**src/rtl/sdadc_pkg.sv**
```systemverilog
// Shared widths, defaults and input-clamp helpers for the multi-channel sigma-delta front end.
package sdadc_pkg;

  localparam int SDADC_CHANNELS_DEFAULT   = 4;
  localparam int SDADC_RESOLUTION_DEFAULT = 6;
  localparam int SDADC_WINDOW_MAX_DEFAULT = 128;
  localparam int SDADC_DECIM_W_DEFAULT    = 8;

  // Width able to hold a count of 0..window_max ones.
  function automatic int sum_width(input int window_max);
    return $clog2(window_max + 1);
  endfunction

  // Boxcar length actually used: 0 behaves as 1, oversize requests pin to the history depth.
  function automatic int eff_window(input int window, input int window_max);
    int r;
    if (window == 0) begin
      r = 1;
    end else if (window > window_max) begin
      r = window_max;
    end else begin
      r = window;
    end
    return r;
  endfunction

  function automatic int eff_decim(input int decim);
    int r;
    if (decim == 0) begin
      r = 1;
    end else begin
      r = decim;
    end
    return r;
  endfunction

endpackage

```
**src/rtl/sdadc_if.sv**
```systemverilog
// Comparator, configuration and decimated-sample bundle between the sigma-delta front end and its user.
interface sdadc_if
  import sdadc_pkg::*;
#(
  parameter int CHANNELS   = SDADC_CHANNELS_DEFAULT,
  parameter int RESOLUTION = SDADC_RESOLUTION_DEFAULT,
  parameter int WINDOW_MAX = SDADC_WINDOW_MAX_DEFAULT,
  parameter int DECIM_W    = SDADC_DECIM_W_DEFAULT
);

  localparam int SW = sum_width(WINDOW_MAX);

  logic [CHANNELS-1:0]            lvds;
  logic [CHANNELS-1:0]            feedback;
  logic [SW-1:0]                  window;
  logic [DECIM_W-1:0]             decim;
  logic                           enable;
  logic [CHANNELS*RESOLUTION-1:0] sample_data;
  logic                           sample_valid;
  logic                           settled;
  logic [CHANNELS-1:0]            overload;

  modport master (
    output lvds, window, decim, enable,
    input  feedback, sample_data, sample_valid, settled, overload
  );

  modport slave (
    input  lvds, window, decim, enable,
    output feedback, sample_data, sample_valid, settled, overload
  );

endinterface

```
**src/rtl/sdadc_channel.sv**
```systemverilog
// One modulator channel: feedback flop, boxcar history and running sum, output saturator.
// SDADC_OVERLOAD_EN adds a run-length counter driving o_overload; otherwise o_overload is tied low.
module sdadc_channel
  import sdadc_pkg::*;
#(
  parameter int RESOLUTION = SDADC_RESOLUTION_DEFAULT,
  parameter int WINDOW_MAX = SDADC_WINDOW_MAX_DEFAULT,
  localparam int SW        = sum_width(WINDOW_MAX)
) (
  input  logic                  clk,
  input  logic                  reset_n,
  input  logic                  i_lvds,
  input  logic [SW-1:0]         i_wl,
  input  logic                  i_clear,
  output logic                  o_feedback,
  output logic [RESOLUTION-1:0] o_sample,
  output logic                  o_overload
);

  localparam int IW      = $clog2(WINDOW_MAX);
  localparam int SAT_MAX = (1 << RESOLUTION) - 1;

  logic                  r_feedback;
  logic [WINDOW_MAX-1:0] r_hist;
  logic [SW-1:0]         r_sum;
  logic [IW-1:0]         w_tap_idx;
  logic                  w_tap;
  logic [SW-1:0]         w_sum_next;

  // Tap the bit leaving the window; the sum stays equal to the ones held in hist[0..wl-1].
  always_comb begin
    w_tap_idx  = IW'(i_wl - SW'(1));
    w_tap      = r_hist[w_tap_idx];
    w_sum_next = r_sum + SW'(r_feedback) - SW'(w_tap);
  end

  // The comparator bit is registered unconditionally so the modulator loop never stalls.
  always_ff @(posedge clk or negedge reset_n) begin
    if (!reset_n) begin
      r_feedback <= 1'b0;
      r_hist     <= {WINDOW_MAX{1'b0}};
      r_sum      <= {SW{1'b0}};
    end else begin
      r_feedback <= i_lvds;
      if (i_clear) begin
        r_hist <= {WINDOW_MAX{1'b0}};
        r_sum  <= {SW{1'b0}};
      end else begin
        r_hist <= {r_hist[WINDOW_MAX-2:0], r_feedback};
        r_sum  <= w_sum_next;
      end
    end
  end

  // Saturate rather than wrap when the window can exceed the output range.
  always_comb begin
    if (32'(r_sum) > SAT_MAX) begin
      o_sample = {RESOLUTION{1'b1}};
    end else begin
      o_sample = RESOLUTION'(r_sum);
    end
  end

  assign o_feedback = r_feedback;

`ifdef SDADC_OVERLOAD_EN
  localparam int RW = SW + 1;

  logic [RW-1:0] r_run;
  logic [RW-1:0] w_run_next;
  logic          r_overload;

  // Length of the current run of identical bits entering the history, saturating.
  always_comb begin
    if ((r_run != {RW{1'b0}}) && (r_feedback == r_hist[0])) begin
      if (r_run == {RW{1'b1}}) begin
        w_run_next = r_run;
      end else begin
        w_run_next = r_run + RW'(1);
      end
    end else begin
      w_run_next = RW'(1);
    end
  end

  // A run of twice the window means the modulator is pinned to a rail.
  always_ff @(posedge clk or negedge reset_n) begin
    if (!reset_n) begin
      r_run      <= {RW{1'b0}};
      r_overload <= 1'b0;
    end else if (i_clear) begin
      r_run      <= {RW{1'b0}};
      r_overload <= 1'b0;
    end else begin
      r_run      <= w_run_next;
      r_overload <= (w_run_next >= {i_wl, 1'b0});
    end
  end

  assign o_overload = r_overload;
`else
  assign o_overload = 1'b0;
`endif

endmodule

```
**src/rtl/sdadc_frontend.sv**
```systemverilog
// Multi-channel 1-bit sigma-delta front end: shared window/decimation control over per-channel boxcars.
// Optional run-length overload detection is built when SDADC_OVERLOAD_EN is defined.
module sdadc_frontend
  import sdadc_pkg::*;
#(
  parameter int CHANNELS   = SDADC_CHANNELS_DEFAULT,
  parameter int RESOLUTION = SDADC_RESOLUTION_DEFAULT,
  parameter int WINDOW_MAX = SDADC_WINDOW_MAX_DEFAULT,
  parameter int DECIM_W    = SDADC_DECIM_W_DEFAULT
) (
  input logic   clk,
  input logic   reset_n,
  sdadc_if.slave io_adc
);

  localparam int SW = sum_width(WINDOW_MAX);

  logic [SW-1:0]                  r_wl;
  logic [SW-1:0]                  w_wl_in;
  logic [SW-1:0]                  r_fill;
  logic [SW-1:0]                  w_fill_next;
  logic                           w_change;
  logic                           r_settled;
  logic [DECIM_W-1:0]             w_dm;
  logic [DECIM_W-1:0]             r_dcnt;
  logic [DECIM_W-1:0]             w_dcnt_next;
  logic                           w_strobe;
  logic                           r_sample_valid;
  logic [CHANNELS*RESOLUTION-1:0] r_sample_data;
  logic [CHANNELS*RESOLUTION-1:0] w_samples;
  logic [CHANNELS-1:0]            w_feedback;
  logic [CHANNELS-1:0]            w_overload;

  // r_wl resets to 0, which no clamped window equals, so the first edge after reset is a clear.
  always_comb begin
    w_wl_in  = SW'(eff_window(int'(io_adc.window), WINDOW_MAX));
    w_dm     = DECIM_W'(eff_decim(int'(io_adc.decim)));
    w_change = (w_wl_in != r_wl);
    if (w_change) begin
      w_fill_next = {SW{1'b0}};
    end else if (r_fill == r_wl) begin
      w_fill_next = r_fill;
    end else begin
      w_fill_next = r_fill + SW'(1);
    end
  end

  // Decimator: a lowered ratio below the current count wraps without a strobe.
  always_comb begin
    w_strobe = io_adc.enable && (r_dcnt == (w_dm - DECIM_W'(1))) && r_settled && !w_change;
    if (!io_adc.enable) begin
      w_dcnt_next = {DECIM_W{1'b0}};
    end else if (r_dcnt >= (w_dm - DECIM_W'(1))) begin
      w_dcnt_next = {DECIM_W{1'b0}};
    end else begin
      w_dcnt_next = r_dcnt + DECIM_W'(1);
    end
  end

  // Shared window tracking, fill/settled status, decimation count and sample latch.
  always_ff @(posedge clk or negedge reset_n) begin
    if (!reset_n) begin
      r_wl           <= {SW{1'b0}};
      r_fill         <= {SW{1'b0}};
      r_settled      <= 1'b0;
      r_dcnt         <= {DECIM_W{1'b0}};
      r_sample_valid <= 1'b0;
      r_sample_data  <= {(CHANNELS*RESOLUTION){1'b0}};
    end else begin
      r_wl           <= w_wl_in;
      r_fill         <= w_fill_next;
      r_settled      <= !w_change && (w_fill_next == w_wl_in);
      r_dcnt         <= w_dcnt_next;
      r_sample_valid <= w_strobe;
      if (w_strobe) begin
        r_sample_data <= w_samples;
      end
    end
  end

  for (genvar c = 0; c < CHANNELS; c++) begin : g_ch
    sdadc_channel #(
      .RESOLUTION (RESOLUTION),
      .WINDOW_MAX (WINDOW_MAX)
    ) u_ch (
      .clk        (clk),
      .reset_n    (reset_n),
      .i_lvds     (io_adc.lvds[c]),
      .i_wl       (r_wl),
      .i_clear    (w_change),
      .o_feedback (w_feedback[c]),
      .o_sample   (w_samples[c*RESOLUTION +: RESOLUTION]),
      .o_overload (w_overload[c])
    );
  end

  assign io_adc.feedback     = w_feedback;
  assign io_adc.sample_data  = r_sample_data;
  assign io_adc.sample_valid = r_sample_valid;
  assign io_adc.settled      = r_settled;
  assign io_adc.overload     = w_overload;

endmodule

```
**src/flat_wrapper.sv**
```systemverilog
// flat-port wrapper written by rule: the top's interface ports become plain ports
module sdadc_frontend_flat import sdadc_pkg::*;
#(
  parameter int CHANNELS   = SDADC_CHANNELS_DEFAULT,
  parameter int RESOLUTION = SDADC_RESOLUTION_DEFAULT,
  parameter int WINDOW_MAX = SDADC_WINDOW_MAX_DEFAULT,
  parameter int DECIM_W    = SDADC_DECIM_W_DEFAULT
)
  (clk, reset_n, io_adc_lvds, io_adc_window, io_adc_decim, io_adc_enable, io_adc_feedback, io_adc_sample_data, io_adc_sample_valid, io_adc_settled, io_adc_overload);
  sdadc_if #(.CHANNELS(CHANNELS), .RESOLUTION(RESOLUTION), .WINDOW_MAX(WINDOW_MAX), .DECIM_W(DECIM_W)) io_adc_i ();
  input logic clk;
  input logic reset_n;
  input wire logic [$bits(io_adc_i.lvds)-1:0] io_adc_lvds;
  input wire logic [$bits(io_adc_i.window)-1:0] io_adc_window;
  input wire logic [$bits(io_adc_i.decim)-1:0] io_adc_decim;
  input wire logic [$bits(io_adc_i.enable)-1:0] io_adc_enable;
  output wire logic [$bits(io_adc_i.feedback)-1:0] io_adc_feedback;
  output wire logic [$bits(io_adc_i.sample_data)-1:0] io_adc_sample_data;
  output wire logic [$bits(io_adc_i.sample_valid)-1:0] io_adc_sample_valid;
  output wire logic [$bits(io_adc_i.settled)-1:0] io_adc_settled;
  output wire logic [$bits(io_adc_i.overload)-1:0] io_adc_overload;
  assign io_adc_i.lvds = io_adc_lvds;
  assign io_adc_i.window = io_adc_window;
  assign io_adc_i.decim = io_adc_decim;
  assign io_adc_i.enable = io_adc_enable;
  assign io_adc_feedback = io_adc_i.feedback;
  assign io_adc_sample_data = io_adc_i.sample_data;
  assign io_adc_sample_valid = io_adc_i.sample_valid;
  assign io_adc_settled = io_adc_i.settled;
  assign io_adc_overload = io_adc_i.overload;
  sdadc_frontend #(.CHANNELS(CHANNELS), .RESOLUTION(RESOLUTION), .WINDOW_MAX(WINDOW_MAX), .DECIM_W(DECIM_W)) u_core (.clk(clk), .reset_n(reset_n), .io_adc(io_adc_i));
endmodule
```
**config.mk**
```make
export PLATFORM = sky130hd
export DESIGN_NAME = sdadc_frontend_flat
export DESIGN_NICKNAME = d
export VERILOG_FILES = /design/src/rtl/sdadc_pkg.sv /design/src/rtl/sdadc_if.sv /design/src/rtl/sdadc_channel.sv /design/src/rtl/sdadc_frontend.sv /design/src/flat_wrapper.sv
export SDC_FILE = /design/constraint.sdc
export NUM_CORES = 1
export LEC_CHECK = 0
export BUFFER_PORTS_ARGS = -buffer_cell sky130_fd_sc_hd__buf_2
export CORE_ASPECT_RATIO = 0.7
export CORE_MARGIN = 2
export CORE_UTILIZATION = 67
export CTS_CLUSTER_SIZE = 20
export DETAILED_ROUTE_END_ITERATION = 16
export GPL_TIMING_DRIVEN = 0
export PLACE_DENSITY = 0.84
export SETUP_SLACK_MARGIN = 0.1
export SYNTH_ARGS = -nofsm -noshare
export SYNTH_HDL_FRONTEND = slang
export SYNTH_SLANG_ARGS = --single-unit
```
**constraint.sdc**
```tcl
create_clock -name clk -period 8 [get_ports clk]
set_input_delay 1.6 -clock clk [delete_from_list [all_inputs] [get_ports clk]]
set_output_delay 1.6 -clock clk [all_outputs]
set_load 0.03 [all_outputs]
```
Yosys cells after proc, flatten, opt, wreduce, memory -nomap -nowiden
Index checks and enable logic that the tools add are counted.
Word-level totals
  register bits: 598
  input bits: 23
  output and inout port bits: 34
Operators by class
  mux-type cells: 27
  eq/ne operators: 4
  magnitude comparators: 7
  $add $sub $neg: 12
  reduce and logical (&&, ||, !) cells: 7
Operators by type and width (number)
  2-to-1 mux 128 bit: 4
  2-to-1 mux 8 bit: 11
  adder 8 x 1 -> 8 bit: 4
  > comparator 8 x 6 -> 1 bit, second input constant: 4
  subtractor 8 x 1 -> 8 bit: 4
  binary-select mux 1 bit (select 7 bit): 4
  == test 8 bit: 3
  2-to-1 mux 6 bit: 4
  adder 8 x 1 -> 8 bit, second input constant: 2
  logical NOT 8 bit: 2
  >= comparator 8 bit: 1
  > comparator 8 bit, second input constant: 1
  less-than comparator 7 x 8 -> 1 bit, second input constant: 1
  inequality test 8 bit: 1
  subtractor 8 x 1 -> 8 bit, second input constant: 1
  subtractor 7 x 1 -> 7 bit, second input constant: 1
  logical AND 1 bit: 4
  2-to-1 mux 1 bit: 4
  logical NOT 1 bit: 1

Logic depth before layout (Yosys ltp)
  depth after elaboration: 7
  gate-level depth with buffers: 22

Hierarchy
A second synthesis with hierarchy kept.
Unflattened totals
  cell total of the unflattened synthesis: 1962
  area, all modules: 26387.8 µm²
By module, submodules not included
  sdadc_channel (u_core.g_ch[1].u_ch ...): area each 5929.4 µm², times used 3, cells each 433
  sdadc_channel (u_core.g_ch[0].u_ch): area each 5890.6 µm², times used 1, cells each 432
  sdadc_frontend: area each 2708.8 µm², times used 1, cells each 231

Worst setup path before layout
Ideal clock, no wire load.
  path type: input-to-reg
  start: in io_adc_decim[3]
  end: reg u_core.r_sample_data[14], in the netlist u_core.io_adc.sample_data[14]
  path slack: 3.447 ns
  arrival time: 4.435 ns
  stages: 15
  required time: 7.882 ns
  path through: or4_1 -> or3_1 -> nor2_1 -> nor2_1 -> ha_1 -> inv_1 -> nor2_1 -> xnor2_1 -> ha_1 -> nand4_1 -> or4_1 -> buf_2 -> buf_6 -> buf_6 -> a21o_1
On the way
  longest elaborated chain between the ends: 7
RTL lines
  from (decl): RTL line flat_wrapper.sv:15  | input wire logic [$bits(io_adc_i.decim)-1:0] io_adc_decim;
  logical NOT 8 bit: RTL line sdadc_pkg.sv:29  | if (decim == 0) begin
  2-to-1 mux 8 bit *: RTL line sdadc_pkg.sv:29
  subtractor 8 x 1 -> 8 bit *: RTL line sdadc_frontend.sv:50  | w_strobe = io_adc.enable && (r_dcnt == (w_dm - DECIM_W'(1))) && r_settled && !w_change;
  == test 8 bit *: RTL line sdadc_frontend.sv:50
  logical AND 1 bit * (3 in a row): RTL line sdadc_frontend.sv:50
  to (signal assigned): RTL line sdadc_frontend.sv:68  | r_sample_data <= {(CHANNELS*RESOLUTION){1'b0}};
  to (signal assigned): RTL line sdadc_frontend.sv:76  | r_sample_data <= w_samples;
  to (decl): RTL line sdadc_frontend.sv:29  | logic [CHANNELS*RESOLUTION-1:0] r_sample_data;
Every way passes the cells marked *; elsewhere a longest branch is shown, timed or not.
A chain may end at the register's enable or synchronous reset.

Worst setup path in the final report
  start: reg u_core.r_wl[0]
  end: reg u_core.g_ch[2].u_ch.r_sum[6]
On the way
  longest elaborated chain between the ends: 5
RTL lines
  from (decl): RTL line sdadc_frontend.sv:18  | logic [SW-1:0] r_wl;
  from (signal assigned): RTL line sdadc_frontend.sv:63  | r_wl <= {SW{1'b0}};
  from (signal assigned): RTL line sdadc_frontend.sv:70  | r_wl <= w_wl_in;
  subtractor 7 x 1 -> 7 bit: RTL line sdadc_channel.sv:32  | w_tap_idx = IW'(i_wl - SW'(1));
  binary-select mux 1 bit (select 7 bit): RTL line sdadc_channel.sv:33  | w_tap = r_hist[w_tap_idx];
  2-to-1 mux 1 bit (not written as such): RTL line sdadc_channel.sv:33
  subtractor 8 x 1 -> 8 bit: RTL line sdadc_channel.sv:34  | w_sum_next = r_sum + SW'(r_feedback) - SW'(w_tap);
  2-to-1 mux 8 bit *: RTL line sdadc_channel.sv:45  | if (i_clear) begin
  to (signal assigned): RTL line sdadc_channel.sv:42  | r_sum <= {SW{1'b0}};
  to (signal assigned): RTL line sdadc_channel.sv:47  | r_sum <= {SW{1'b0}};
  to (signal assigned): RTL line sdadc_channel.sv:50  | r_sum <= w_sum_next;
  to (decl): RTL line sdadc_channel.sv:25  | logic [SW-1:0] r_sum;
Every way passes the cells marked *; elsewhere a longest branch is shown, timed or not. The select of a mux whose other input is x is not followed.

==> impl_results.md <==
- Lkg Pwr: 13.8 nW
- TritonCTS clock tree: built
- Switching Share: between 20 and 25%
- Origin of the critical flop-to-flop path: u_core.r_wl[0]$_DFF_PN0_
- Hold WS: 0.472 ns
- Routed via count: 15900
- Yosys warning total: 0
- Ys flop type: dfrtp_1
- Starting density of the core: 68.5%
- Die X: between 200 and 250 um
- Post-synthesis sequential element count: between 500 and 600
- Max Buffers Root-to-Sink: 3
- Power density cells: 222 nW/um^2
- Most frequent cells after synthesis: dfrtp_1 (598), and2_1 (520), mux4_2 (128)
- Final setup viols: 0
- Setup TNS Final: 0 ns
- Final cell count without fillers: 2583
- Die area: around 40000 um^2
- Worst Min Path Start: u_core.io_adc.sample_data[19]$_DFFE_PN0P_
- Final HPWL DP: 40.3 mm
- PortBufs: 51
- Iteration count of the initial detailed-routing pass: 5
- Synth unique cells: 52
- Top-count cell post-synth: dfrtp_1
- Hold path cells: 1
- Hold_buf cts: 0
- EDFF count, synth: 0
- Setup ws final: 1.11 ns
- # Post-CTS Setup Buffers: 0
- Area grow syn2layout: 11.2%
- Pin count of the biggest net entering global routing: roughly 130
- R2r setup slk: 1.11 ns
- Overall power: 6.33 mW
- IO Count: between 50 and 60
- Inst Count DP: 2484
- Arrival time worst endpoint: between 7 and 8 ns
- Drt initial violations: between 1000 and 1500
- Post-layout net count: 2126
- First-pass GRT wire length: 95.8 mm
- Detailed Route WL: 60.0 mm
- Core footprint: 37400 um^2
- GPL Wtd Cong: 0.886
- Finished layout cell area: about 28000 um^2
- DRC viols: 0
- FP Rows: about 60
- Sink Count: 598
- Post-CTS sizing: 0
- Grt ovf: 0
- Number of global-route vias before repair: 16600
- Hold Violations, Final: 0
- Tmin final: 6.89 ns
- FF-to-FF End: u_core.g_ch[2].u_ch.r_sum[6]$_DFF_PN0_
- Startpoint types: flip-flop
- DR WL/cell: 23.2 um
- Max_cap viols: 0
- Crit path max-delay family: buffers and inverters
- Final Core Density: around 76%
- Unrepaired setup endpoints after global routing: false
- Worst path required time: around 8.5 ns
- Antenna violations before repair: 2
- Largest cells by area after synthesis: dfrtp_1 (58%), and2_1 (13%), mux4_2 (11%), ha_1 (2.3%), a211oi_1 (1.7%)
- Critical path type: flip-flop to flip-flop
- P_sw: 1.54 mW
- Clock Skew: 0.0127 ns
- Clock power frac: 42.7%
- Worst-margin pin slew: 1.32 ns
- CP peak stage delay: 0.79 ns
- Slew Viols, Final: 0
- WP buf/inv: 6
- Crit-path max FO: 10
- Max Fclk: 145 MHz
- Int Pwr: 4.79 mW
- Worst Reg-to-Reg Cells: 21
- H-tree Lvls: 2
- CP Capture Type: flip-flop
- Crit path cell chain: buf_2 -> inv_1 -> ha_1 -> xor2_1 -> clkbuf_1 -> buf_2 -> buf_1 -> a211oi_1 -> a211oi_1 -> a211oi_1 -> nor3_1 -> ha_1 -> inv_1 -> ha_1 -> fa_1 -> a21oi_1 -> o21bai_1 -> a21o_1 -> a21oi_1 -> xor2_1 -> nor2_1
- Total CTS buffers: 53
- Hold crit path type: flip-flop to flip-flop
- Status: completed
- Vias per cell: 6.14
- Slowest cell on crit path: buf_1
- Mean Syn Cell Area: 13.2 um^2
- Sequential share of power: 48.0%
- Crit share post-route: about 86%
- Post-synth top area share: roughly three fifths
- Remaining antenna violation count: 0
- Gr usage total: a little under a third
- Combinational power share: a little under a tenth
- Async SR Flop Fraction: 100%
- Mapped cell area: between 20000 and 30000 um^2
- DP Area: 26700 um^2
- Seq/Total Area, Yosys: 58.4%
- Clk_lat worst skew: just under 0.6 ns
- Maximum vdd drop: 208 uV
- CTS root buf: clkbuf_16
- Hold EP: u_core.io_adc.sample_data[19]$_DFFE_PN0P_
- CTS clock-pin slew for the worst setup and hold paths: 0.07 ns
- Yosys top cell by area: dfrtp_1
- Pre-CTS setup slack: 1.42 ns
- Rel. slew slack: 11.4%
- Layout cells sized above 1: 14.9%
- Cell count after synthesis: around 1900
- Die height: approximately 170 um
[power by group through the flow]
stage / logic [mW] / clock network (mW) / registers [mW]
6_report: 0.591 / 2.70 / 3.04
3_5_place_dp: 0.575 / 0 / 3.09
2_1_floorplan: 0.343 / 0 / 3.09
5_1_grt: 0.643 / 2.86 / 3.04
4_1_cts: 0.588 / 2.73 / 3.04
3_3_place_gp: 0.548 / 0 / 3.10
[how the worst max path moves through the flow]
stage                                   startpoint                                         to  slack (ns)  depth (start not counted)
after floorplan                    io_adc_decim[3]  u_core.io_adc.sample_data[14]$_DFFE_PN0P_        3.45                         15
after CTS                 u_core.r_wl[0]$_DFF_PN0_     u_core.g_ch[2].u_ch.r_sum[6]$_DFF_PN0_        1.34                         21
after global placement                     reset_n   u_core.g_ch[0].u_ch.r_hist[96]$_DFF_PN0_       -6.35                          1
final                     u_core.r_wl[0]$_DFF_PN0_     u_core.g_ch[2].u_ch.r_sum[6]$_DFF_PN0_        1.11                         21
after global routing      u_core.r_wl[0]$_DFF_PN0_     u_core.g_ch[2].u_ch.r_sum[6]$_DFF_PN0_        1.03                         21
after detailed placement  u_core.r_wl[0]$_DFF_PN0_     u_core.g_ch[2].u_ch.r_sum[6]$_DFF_PN0_        1.42                         21
[kinds of logic (layout without fill, tap and decap cells)]
kind of cell	count (synthesis)	after routing	share of synthesized area, %
simple gates	671	671	15.9
flops	598	598	58.4
compound gates	201	201	5.21
buf+inv	188	342	3.07
mux	160	160	12.5
xor+xnor	66	66	2.31
fa+ha+maj	52	52	2.66
other cells	1	5	0.0146
[per-layer routing]
metal	GRT usage (%)	vias up	wire, um
met3	7.50	125	4900
met1	48.5	8364	26100
met5	0	-	0
li1	-	6786	-
met4	8.97	0	1580
met2	47.1	586	27400
[flip-flops by register name, indices dropped and copies added (netlist names)]
register,cells
u_core.io_adc.sample_data,24
u_core.r_dcnt,8
u_core.g_ch.u_ch.o_feedback,4
u_core.g_ch.u_ch.r_hist,512
u_core.r_fill,8
u_core.io_adc.sample_valid,1
u_core.r_wl,8
u_core.g_ch.u_ch.r_sum,32
u_core.io_adc.settled,1
[cell type report]
type | instances | area [um^2]
diodes | 1 | 2.50
repair buffers | 56 | 403
multi-input cells | 1154 | 9890
flip-flops and latches | 598 | 15000
inverters | 54 | 203
fillers | 2218 | 8930
plain buffers | 134 | 583
clock buffers | 75 | 1540
well taps | 488 | 611
clock inverters | 23 | 303
[layout by cell type (no fill, tap or decap), drive strengths merged, types with 3 or more instances in the layout]
cell type  Yosys  layout
dfrtp        598     598
and2         520     520
clkbuf        96     171
mux4         128     128
buf           38      94
a21oi         75      75
a211oi        59      59
inv           54      56
nor2          53      53
ha            48      48
nor2b         40      40
xor2          35      35
a21o          34      34
mux2i         32      32
xnor2         30      30
nand2         14      14
clkinv         0      12
nand3          9       9
nor3           8       8
o21bai         8       8
o21ai          7       7
bufinv         0       7
a22o           4       4
fa             4       4
conb           1       4
nor4           4       4
or4            3       3
nand4bb        3       3
nand4          3       3
and3           3       3
(Power assumes the default switching activity.)
